`src/rtl/cpu_pkg.sv`:
```
// rtl/cpu_pkg.sv - shared CPU constants, fetch state encoding and target helpers
package cpu_pkg;

    localparam logic [31:0] RESET_PC = 32'h0000_0000;
    localparam logic [31:0] NOP_WORD = 32'h0000_0000;
    localparam logic [31:0] END_ADDR = 32'd168;

    typedef enum logic {
        FETCH_RUN  = 1'b0,
        FETCH_HALT = 1'b1
    } fetch_state_t;

    // Primary opcode field values decoded in ID
    localparam logic [5:0] OP_RTYPE = 6'h00;
    localparam logic [5:0] OP_J     = 6'h02;
    localparam logic [5:0] OP_BEQ   = 6'h04;
    localparam logic [5:0] OP_ADDI  = 6'h08;
    localparam logic [5:0] OP_LW    = 6'h23;
    localparam logic [5:0] OP_SW    = 6'h2b;

    function automatic logic [31:0] branch_target(input logic [31:0] pc4,
                                                  input logic [15:0] imm16);
        return pc4 + {{14{imm16[15]}}, imm16, 2'b00};
    endfunction

    function automatic logic [31:0] jump_target(input logic [31:0] pc4,
                                                input logic [25:0] jindex);
        return {pc4[31:28], jindex, 2'b00};
    endfunction

endpackage

```
`src/rtl/ifid_reg.sv`:
```
// rtl/ifid_reg.sv - IF/ID pipeline register with hold, flush and load controls
module ifid_reg
    import cpu_pkg::*;
#(
    parameter logic [31:0] NOP = NOP_WORD
) (
    input  logic        clk,
    input  logic        rst_n,
    input  logic        hold,
    input  logic        flush,
    input  logic        load,
    input  logic [31:0] instr_d,
    input  logic [31:0] pc4_d,
    output logic [31:0] instr,
    output logic [31:0] pc4,
    output logic        valid
);

    // hold beats flush beats load; with no control asserted the register keeps its value
    always_ff @(posedge clk or negedge rst_n) begin
        if (!rst_n) begin
            instr <= NOP;
            pc4   <= 32'd0;
            valid <= 1'b0;
        end else if (hold) begin
            instr <= instr;
            pc4   <= pc4;
            valid <= valid;
        end else if (flush) begin
            instr <= NOP;
            pc4   <= pc4_d;
            valid <= 1'b0;
        end else if (load) begin
            instr <= instr_d;
            pc4   <= pc4_d;
            valid <= 1'b1;
        end
    end

endmodule

```
`src/rtl/fetch_stage.sv`:
```
// rtl/fetch_stage.sv - MIPS instruction fetch: PC, redirect, halt FSM and fetch counter
module fetch_stage
    import cpu_pkg::*;
#(
    parameter logic [31:0] RESET_PC = cpu_pkg::RESET_PC,
    parameter logic [31:0] END_ADDR = cpu_pkg::END_ADDR,
    parameter logic [31:0] NOP_WORD = cpu_pkg::NOP_WORD
) (
    input  logic        clk,
    input  logic        rst_n,
    input  logic        stall,
    input  logic        id_branch_taken,
    input  logic [15:0] id_imm16,
    input  logic        id_jump,
    input  logic [25:0] id_jindex,
    input  logic [31:0] imem_instr,
    output logic [31:0] pc,
    output logic [31:0] ifid_instr,
    output logic [31:0] ifid_pc4,
    output logic        ifid_valid,
    output logic        halted,
    output logic [31:0] fetch_count
);

    fetch_state_t state_q, state_d;
    logic [31:0]  pc_d;
    logic [31:0]  pc_plus4;
    logic [31:0]  target;
    logic         redirect;
    logic         ifid_hold, ifid_flush, ifid_load;
    logic         count_inc;

    assign pc_plus4 = pc + 32'd4;
    // A redirect from ID only counts when ID holds a real instruction; branch wins over jump
    assign redirect = ifid_valid && (id_branch_taken || id_jump);
    assign target   = id_branch_taken ? branch_target(ifid_pc4, id_imm16)
                                      : jump_target(ifid_pc4, id_jindex);
    assign halted   = (state_q == FETCH_HALT);

    always_ff @(posedge clk or negedge rst_n) begin
        if (!rst_n) begin
            state_q     <= FETCH_RUN;
            pc          <= RESET_PC;
            fetch_count <= 32'd0;
        end else begin
            state_q     <= state_d;
            pc          <= pc_d;
            fetch_count <= fetch_count + {31'd0, count_inc};
        end
    end

    always_comb begin
        state_d    = state_q;
        pc_d       = pc;
        ifid_hold  = 1'b0;
        ifid_flush = 1'b0;
        ifid_load  = 1'b0;
        count_inc  = 1'b0;
        if (stall) begin
            ifid_hold = 1'b1;
        end else if (redirect) begin
            pc_d       = target;
            ifid_flush = 1'b1;
            state_d    = (target >= END_ADDR) ? FETCH_HALT : FETCH_RUN;
        end else if (state_q == FETCH_HALT) begin
            ifid_flush = 1'b1;
        end else if (pc >= END_ADDR) begin
            ifid_flush = 1'b1;
            state_d    = FETCH_HALT;
        end else begin
            ifid_load = 1'b1;
            pc_d      = pc_plus4;
            count_inc = 1'b1;
        end
    end

    ifid_reg #(
        .NOP (NOP_WORD)
    ) u_ifid_reg (
        .clk     (clk),
        .rst_n   (rst_n),
        .hold    (ifid_hold),
        .flush   (ifid_flush),
        .load    (ifid_load),
        .instr_d (imem_instr),
        .pc4_d   (pc_plus4),
        .instr   (ifid_instr),
        .pc4     (ifid_pc4),
        .valid   (ifid_valid)
    );

endmodule

```
`config.mk`:
```
export PLATFORM = sky130hd
export DESIGN_NAME = fetch_stage
export DESIGN_NICKNAME = d
export VERILOG_FILES = /design/src/rtl/cpu_pkg.sv /design/src/rtl/ifid_reg.sv /design/src/rtl/fetch_stage.sv
export SDC_FILE = /design/constraint.sdc
export NUM_CORES = 1
export LEC_CHECK = 0
export CORE_MARGIN = 10
export CORE_UTILIZATION = 30
export CTS_BUF_LIST = sky130_fd_sc_hd__clkbuf_4 sky130_fd_sc_hd__clkbuf_8
export DETAILED_ROUTE_END_ITERATION = 8
export GPL_ROUTABILITY_DRIVEN = 0
export HOLD_SLACK_MARGIN = 0.03
export PLACE_DENSITY_LB_ADDON = 0.05
export SKIP_CTS_REPAIR_TIMING = 1
export SYNTH_ARGS = -nofsm -noshare
export SYNTH_HDL_FRONTEND = slang
export SYNTH_HIERARCHICAL = 1
export SYNTH_SLANG_ARGS = --single-unit
export TNS_END_PERCENT = 50
```
`constraint.sdc`:
```
create_clock -name clk -period 7.6 [get_ports clk]
set_input_delay 1.9 -clock clk [delete_from_list [all_inputs] [get_ports clk]]
set_output_delay 1.9 -clock clk [all_outputs]
set_load 0.02 [all_outputs]
```
Yosys cells after proc, flatten, opt, wreduce, memory -nomap -nowiden
Cells that the tools add are included.

storage, ports and cells
  flip-flop bits (word level) = 130
  input bits = 79
  output and inout bits = 130
  word-level logic and storage cells = 41

cells by class
  add/subtract/negate cells = 3
  magnitude comparators = 2
  equality and inequality tests = 2
  multiplexer cells = 21
  bitwise gates (word level) = 2
  reductions and logical operators = 5

operators by type and width
  kind                   number
  $mux 32                8
  $ge 32x8->1 const B    2
  $add 32x1->32          1
  $add 32x3->32 const B  1
  $add 32x32->32         1
  $mux 1                 13
  $reduce_and 3->1       1
  $ne 2x1->1 const B     1
  $ne 2x2->1 const B     1
  $not 1->1              2
  $reduce_and 2->1       1
  $reduce_bool 2->1      1
  $logic_and 1x1->1      1
  $logic_or 1x1->1       1

Depth between registers and ports, before layout
Gate-level depths: netlist of run 1.

  word-level depth = 7
  gate-level depth with buffers = 14

Modules after synthesis
Netlist of run 1, hierarchy kept.

modules (own cells, without submodules)
  module       times used  cells each  area each (sq um)  sequential area each (sq um)
  fetch_stage  1           666         5482.8             1626.6
  ifid_reg     1           252         3118.0             1626.6

Worst setup path after synthesis of run 1
OpenSTA, ideal clock, no wires.

  kind = input-to-reg
  from = input id_branch_taken
  to = register fetch_count[25]
  library setup time = 0.129 ns
  arrival time = 4.818 ns
  data required time = 7.471 ns
  setup slack = 2.653 ns
  cell stages on the path = 13
  path through = buf_2 > buf_1 > o21a_1 > nor4_1 > nor2b_1 > ha_1 > and3_1 > nand3_1 > or2_2 > clkbuf_1 > nor4_1 > nand3_1 > xnor2_1

on the way
  cells in the longest elaborated chain, start to end = 5

ends and longest elaborated chain
  element               RTL line           source
  start, declared       fetch_stage.sv:12  input logic id_branch_taken,
  $logic_or 1x1->1      fetch_stage.sv:35  assign redirect = ifid_valid && (id_branch_taken || id_jump);
  $logic_and 1x1->1     fetch_stage.sv:35
  $mux 1                fetch_stage.sv:61  end else if (redirect) begin
  $mux 1                fetch_stage.sv:59  if (stall) begin
  net count_inc         fetch_stage.sv:31  logic count_inc;
  $add 32x1->32         fetch_stage.sv:48  fetch_count <= fetch_count + {31'd0, count_inc};
  end signal, assigned  fetch_stage.sv:48
  end, declared         fetch_stage.sv:22  output logic [31:0] fetch_count

The timed path passes the listed nets, and every way through them passes these cells.
A chain may end at the register's enable or synchronous reset.

Final worst setup path of run 1
  from = input id_imm16[15]
  to = register state_q, in the netlist halted

on the way
  cells in the longest elaborated chain, start to end = 5

ends and longest elaborated chain
  element               RTL line           source
  start, declared       fetch_stage.sv:13  input logic [15:0] id_imm16,
  $add 32x32->32        cpu_pkg.sv:23      return pc4 + {{14{imm16[15]}}, imm16, 2'b00};
  $mux 32               fetch_stage.sv:36  assign target = id_branch_taken ? branch_target(ifid_pc4, id_imm16)
  $ge 32x8->1           fetch_stage.sv:64  state_d = (target >= END_ADDR) ? FETCH_HALT : FETCH_RUN;
  $mux 1                fetch_stage.sv:64
  $mux 1                fetch_stage.sv:61
  end signal, assigned  fetch_stage.sv:46  state_q <= state_d;
  end, declared         fetch_stage.sv:25  fetch_state_t state_q, state_d;

Every way passes these cells.

==> flow_metrics.py, run 1 <==
metrics = {
    "synthesis": {
        "syn_area_per_cell_sq_um": 9.37,
        "yosysTopAreaCellShare_pct": 37.8,
        "yosys_warnings": 6,
        "ys_seq_area_share_pct": 37.8,
        "synth_edf_count": 0,
        "synth_area_sq_um": 8600,
        "synth_top_flop_cell": "dfrtp_1",
        "synthesis.nets": 1031,
        "async_reset_ff_share_pct": 100,
        "synthTopCellsByCount": "130 x dfrtp_1, 118 x nand2_1, 56 x inv_1, 49 x nor2_1, 48 x xnor2_1",
        "ys_seq_elements": 130,
        "synth_top_cell_by_area": "dfrtp_1",
        "synth_area_leaders": "dfrtp_1 38%, nand2_1 5.1%, o221ai_2 5.1%",
        "synth_cell_types": 75,
        "synth_most_common_cell": "dfrtp_1",
        "syn_inst": 918,
    },
    "floorplan": {
        "initial_core_util_pct": 30.7,
        "boundaryPins": 209,
        "die_w_um": 189,
        "die-area_sq_um": 35800,
        "rows": 61,
        "chipHeight_um": 189,
        "coreArea_sq_um": 28000,
    },
    "setup_path": {
        "r2r-end": "fetch_count[29]",
        "required_ns": 7.91,
        "reg2reg_from": "pc[20]",
        "r2r_slack_ns": 3.46,
        "path_max_fanout": 21,
        "start_kind": "input port",
        "arrival_ns": 5.73,
        "end_kind": "flop",
        "critPathKind": "input port to flop",
        "setup.worst_path.start": "id_imm16[15]",
        "r2r_cells": 11,
    },
    "worst_hold_path": {
        "min_to": "fetch_count[31]",
        "holdPathStages": 1,
        "hold_class": "flop to flop",
        "hold_path.startpoint": "fetch_count[31]",
    },
    "final_layout": {
        "syn_to_final_growth_pct": 32.6,
        "drive_gt1_share_pct": 8.65,
        "n_antenna_cell": 0,
        "fin_nets": 1221,
        "fill_cells": 2861,
    },
    "pwr": {
        "total_leakage_power_uw": 0.00473,
        "p_per_area_nw_per_um2": 248,
        "ir_drop_mv": 0.123,
    },
    "sta": {
        "worst_pin_slew_ns": 1.04,
        "fin_crit_ns": 5.42,
        "setup_slack_ns": 2.18,
        "period_share_pct": 71.3,
        "rsz0062_at_grt": "false",
        "worst_slew_margin_rel_pct": 31.0,
        "hold_viol": 0,
        "finClkSkew_ns": 0.0264,
        "slew_violations": 0,
        "clock.fmax_mhz": 185,
        "fin_setup_tns_ns": 0,
        "finalSetupViolCount": 0,
    },
    "outcome": {
        "status": "finished clean",
    },
    "cts": {
        "clk_transition_reported_paths_ns": 0.08,
        "cts_sinks": 130,
        "cts_tree": "done",
        "cts-root-buf": "clkbuf_8",
        "htree_levels": 4,
        "cts_buffers": 17,
        "clk_latency_ns": 0.46,
        "clock_tree.buffer_depth": 2,
    },
    "route": {
        "drc": 0,
        "via_per_inst": 5.07,
        "wl_per_cell_um": 20.3,
        "drtAntennaViolNets": 0,
        "drtPass1Iterations": 4,
        "initialDrtViolationCount": 504,
        "wirelength_um": 30400,
        "via_count": 7596,
    },
    "global_route": {
        "grt_pass1_vias": 7735,
        "grt_start_max_net_pins": 78,
        "grt_first_pass_wirelength_um": 47500,
        "antenna_found_initial": 0,
        "grt_remaining_overflow": 0,
        "grt.total_usage_pct": 16.8,
    },
    "placed_design": {
        "io_buffers": 208,
        "place_hpwl_um": 22600,
        "preCtsSetupSlack_ns": 1.77,
    },
    "flow_run": {
        "drv_cap": 0,
    },
}
-- final cells by class --
type                            count  area, sq um  share of cell area, %
Inverter                           57          214                   1.88
Timing Repair Buffer              218         2150                   18.8
Sequential cell                   130         3250                   28.5
Multi-Input combinational cell    684         4900                   42.9
Tap cell                          378          473                   4.15
Clock inverter                     15          184                   1.61
Clock buffer                       17          234                   2.05
-- per-layer routing --
| metal | up-vias | global-route usage (%) | part of all wire [%] |
|---|---|---|---|
| li1 | 3695 | - | - |
| met2 | 197 | 26.3 | 46 |
| met4 | 0 | 3.30 | 0.98 |
| met5 | - | 0 | 0 |
| met1 | 3689 | 22.5 | 47 |
| met3 | 15 | 4.85 | 6.1 |
-- cell usage in the layout, fill, tap and decap left out, types with 10 or more instances in the layout --
cell type          n
nor2_1            48
o221ai_2          29
inv_1             56
ha_1              33
a21oi_1           43
xor2_1            22
and3_1            16
clkbuf_8          17
nor3_1            22
nand3_1           28
clkdlybuf4s50_1  205
nand3b_1          32
nand4_1           19
mux2_1            33
dfrtp_1          130
nand2_1          118
o21ai_0           27
xnor2_1           48
nor4_1            13
buf_4             10
-- worst max-delay path: stages --
cell and delay, ns:
clkdlybuf4s50_1 0.91, ha_1 0.68, a21oi_1 0.11, o21ai_1 0.35, nor3_1 0.10, nor2_1 0.19
a21oi_1 0.15, o41ai_1 0.42, xor2_1 0.13, mux2_1 0.34, nor4_1 0.35, nor3_1 0.08
-- how the worst max path moves through the flow --
stage,to,cells past startpoint
after detailed placement,halted,12
after floorplan,fetch_count[25],13
after global placement,halted,12
after CTS,halted,12
after global routing,halted,12
final,halted,12
-- power by group --
part / switching (uW) / total (uW) / internal (uW) / leakage [uW]
registers: 155 / 957 / 803 / 0.00173
logic: 668 / 1220 / 547 / 0.00280
clock network: 342 / 650 / 308 / 0.000208
total: 1160 / 2820 / 1660 / 0.00473
-- state kept, by name, indices dropped and copies added, names as in the netlist --
name / count
u_ifid_reg/valid: 1
pc: 32
u_ifid_reg/instr: 32
u_ifid_reg/pc4: 32
halted: 1
fetch_count: 32
-- cells by family after synthesis --
group | count (synthesis) | synth area share (%)
adders and majority gates | 34 | 5.03
xor gates and xnor gates | 70 | 7.13
buffers and inverters | 104 | 5.40
AOI/OAI and AO/OA | 201 | 19.4
DFF | 130 | 37.8
muxes | 42 | 5.40
and+or+nand+nor | 337 | 19.9
-- metrics by stage --
stage / cell area, sq um / utilization, % / instances / power (uW) / hold WS (ns)
final: 11400 / 40.7 / 1499 / 2820 / 0.475
after global routing: 11400 / 40.7 / 1499 / 3020 / 0.498
after CTS: 11400 / 40.7 / 1499 / 2860 / 0.479
after detailed placement: 11000 / 39.2 / 1467 / 2190 / 0.467
after global placement: 11000 / 39.2 / 1467 / 2190 / 0.472
after floorplan: 8600 / - / 918 / 1670 / 0.478
Power figures use the tool's default switching activity.
==> run 2, diff against run 1 <==
- clock period: 7.6 -> 5.64 ns (I/O delays scaled with it)
==> run 2 against run 1 <==
  * Sequential power is 35% higher
  * Count of clock-buffer cells in the layout stayed put
  * Global-route usage is 0.13 points lower
  * Sequential cell count stayed put
  * Via count is 0.25% lower
  * Clock power is 28% higher
  * Utilization is 0.058 points higher
  * Final cell count is 0.27% higher
  * Die area stayed put
  * Critical path type unchanged
  * Largest power group unchanged
==> flow_metrics.py, run 2 (same netlist as run 1, synthesis figures left out) <==
metrics = {
    "final_layout": {
        "layout.cells.non_filler": 1503,
        "layout_common_cells": "205 x clkdlybuf4s50_1, 130 x dfrtp_1, 118 x nand2_1",
        "syn_to_final_growth_pct": 32.8,
        "final_common_cell": "clkdlybuf4s50_1",
        "multi_input_area_sq_um": 4900,
        "drive_gt1_share_pct": 8.98,
        "fin_nets": 1225,
        "seq_area_sq_um": 3250,
        "n_antenna_cell": 0,
        "fill_cells": 2840,
    },
    "sta": {
        "slew_violations": 0,
        "clock.fmax_mhz": 217,
        "rsz0062_at_grt": "false",
        "finClkSkew_ns": 0.0228,
        "hold_viol": 0,
        "worst_pin_slew_ns": 0.986,
        "fin_crit_ns": 4.62,
        "setup_slack_ns": 1.02,
        "whs_ns": 0.491,
        "worst_slew_margin_rel_pct": 34.3,
        "fin_setup_tns_ns": 0,
        "period_share_pct": 81.9,
        "finalSetupViolCount": 0,
    },
    "floorplan": {
        "boundaryPins": 209,
        "rows": 61,
        "die-area_sq_um": 35800,
        "chipHeight_um": 189,
        "coreArea_sq_um": 28000,
        "initial_core_util_pct": 30.7,
        "die_w_um": 189,
    },
    "setup_path": {
        "path_max_fanout": 15,
        "worstPathCellList": "clkdlybuf4s50_1 > buf_4 > ha_1 > nand2_1 > o21ai_0 > nor3_1 > nor2_1 > a21oi_1 > o41ai_1 > xor2_1 > mux2_1 > nor4_1 > nor3_1",
        "path_delay_family": "compound AO/OA/AOI/OAI gates",
        "end_kind": "flop",
        "cpPeakStageDelay_ns": 0.57,
        "critPathKind": "input port to flop",
        "critical-path-slowest-cell": "clkdlybuf4s50_1",
        "start_kind": "input port",
        "crit_top_cell": "nor3_1",
        "critPathBufInv": 2,
        "arrival_ns": 4.93,
        "required_ns": 5.95,
    },
    "outcome": {
        "status": "finished clean",
    },
    "pwr": {
        "power_frac_seq_pct": 34.2,
        "netSwitchingPower_uw": 1570,
        "combPwrFrac_pct": 43.6,
        "p_per_area_nw_per_um2": 329,
        "total_leakage_power_uw": 0.00475,
        "p_int_uw": 2190,
        "power_frac_clock_pct": 22.2,
        "switching_share_pct": 41.7,
        "ir_drop_mv": 0.195,
    },
    "placed_design": {
        "io_buffers": 208,
        "place_hpwl_um": 22900,
        "preCtsSetupSlack_ns": 0.589,
        "dp_cells": 1471,
    },
    "route": {
        "via_per_inst": 5.04,
        "wl_per_cell_um": 20.2,
        "via_count": 7577,
        "drtPass1Iterations": 5,
        "drtAntennaViolNets": 0,
        "initialDrtViolationCount": 657,
        "drc": 0,
        "wirelength_um": 30400,
    },
    "cts": {
        "clock_tree.buffer_depth": 2,
        "cts_tree": "done",
        "clk_transition_reported_paths_ns": 0.09,
        "cts_buffers": 17,
        "cts_sinks": 130,
        "htree_levels": 4,
        "cts-root-buf": "clkbuf_8",
        "clk_latency_ns": 0.45,
    },
    "worst_hold_path": {
        "hold_class": "flop to flop",
    },
    "global_route": {
        "grt.total_usage_pct": 16.6,
        "use_met2_pct": 26.6,
        "grt_first_pass_wirelength_um": 47300,
        "grt-busiest-layer": "met2",
        "grt_remaining_overflow": 0,
        "gr-usage-met1_pct": 22.3,
        "grt_pass1_vias": 7732,
        "antenna_found_initial": 0,
        "grt_start_max_net_pins": 100,
        "met3_usage_pct": 4.36,
    },
    "flow_run": {
        "drv_cap": 0,
    },
}
[run 2: per-layer routing]
metal	vias to the layer above	wire (um)
li1	3707	-
met1	3680	14400
met2	177	14200
met3	13	1590
met4	0	275
met5	-	0
[run 2: stage by stage]
step	instance area [sq um]	power (uW)	util, %
5_1_grt	11400	4010	40.8
3_3_place_gp	11000	2950	39.4
2_1_floorplan	8600	2260	-
4_1_cts	11400	3800	40.8
6_report	11400	3760	40.8
3_5_place_dp	11000	2950	39.4
[run 2: worst register-to-register path, cell delays in order (launching register included)]
cell and delay, ns:
dfrtp_1 0.49, nor4_1 0.44, nand3_1 0.27, nor4_1 0.62, nor2b_2 0.28, ha_1 0.21
and3_1 0.17, nand3_1 0.14, or2_2 0.38, nor4_1 0.29, buf_4 0.19, nand3_1 0.09
xnor2_1 0.13
[run 2: final timing paths]
check / start / to / slack [ns] / cells past startpoint
worst max-delay path: id_imm16[15] / halted / 1.02 / 13
worst min-delay path: fetch_count[31] / fetch_count[31] / 0.49 / 1
worst max register to register: pc[20] / fetch_count[29] / 1.83 / 12
worst min register to register: fetch_count[31] / fetch_count[31] / 0.49 / 1
max in group asynchronous: rst_n / pc[12] / 3.49 / 2
min in group asynchronous: rst_n / u_ifid_reg/pc4[27] / 1.06 / 1
[run 2: power by group through the flow]
| stage | combinational (uW) | sequential, uW | clock [uW] |
|---|---|---|---|
| 5_1_grt | 1800 | 1320 | 903 |
| 3_5_place_dp | 1650 | 1310 | 0 |
| 4_1_cts | 1660 | 1290 | 858 |
| 6_report | 1640 | 1290 | 833 |
| 3_3_place_gp | 1650 | 1300 | 0 |
| 2_1_floorplan | 833 | 1420 | 0 |
[run 2: final cells by class]
class | instances | area share (%)
repair buffers | 222 | 19.2
multi-input cells | 684 | 42.9
well taps | 378 | 4.14
clock inverters | 15 | 1.38
flip-flops and latches | 130 | 28.5
inverters | 57 | 1.87
clock buffers | 17 | 2.05
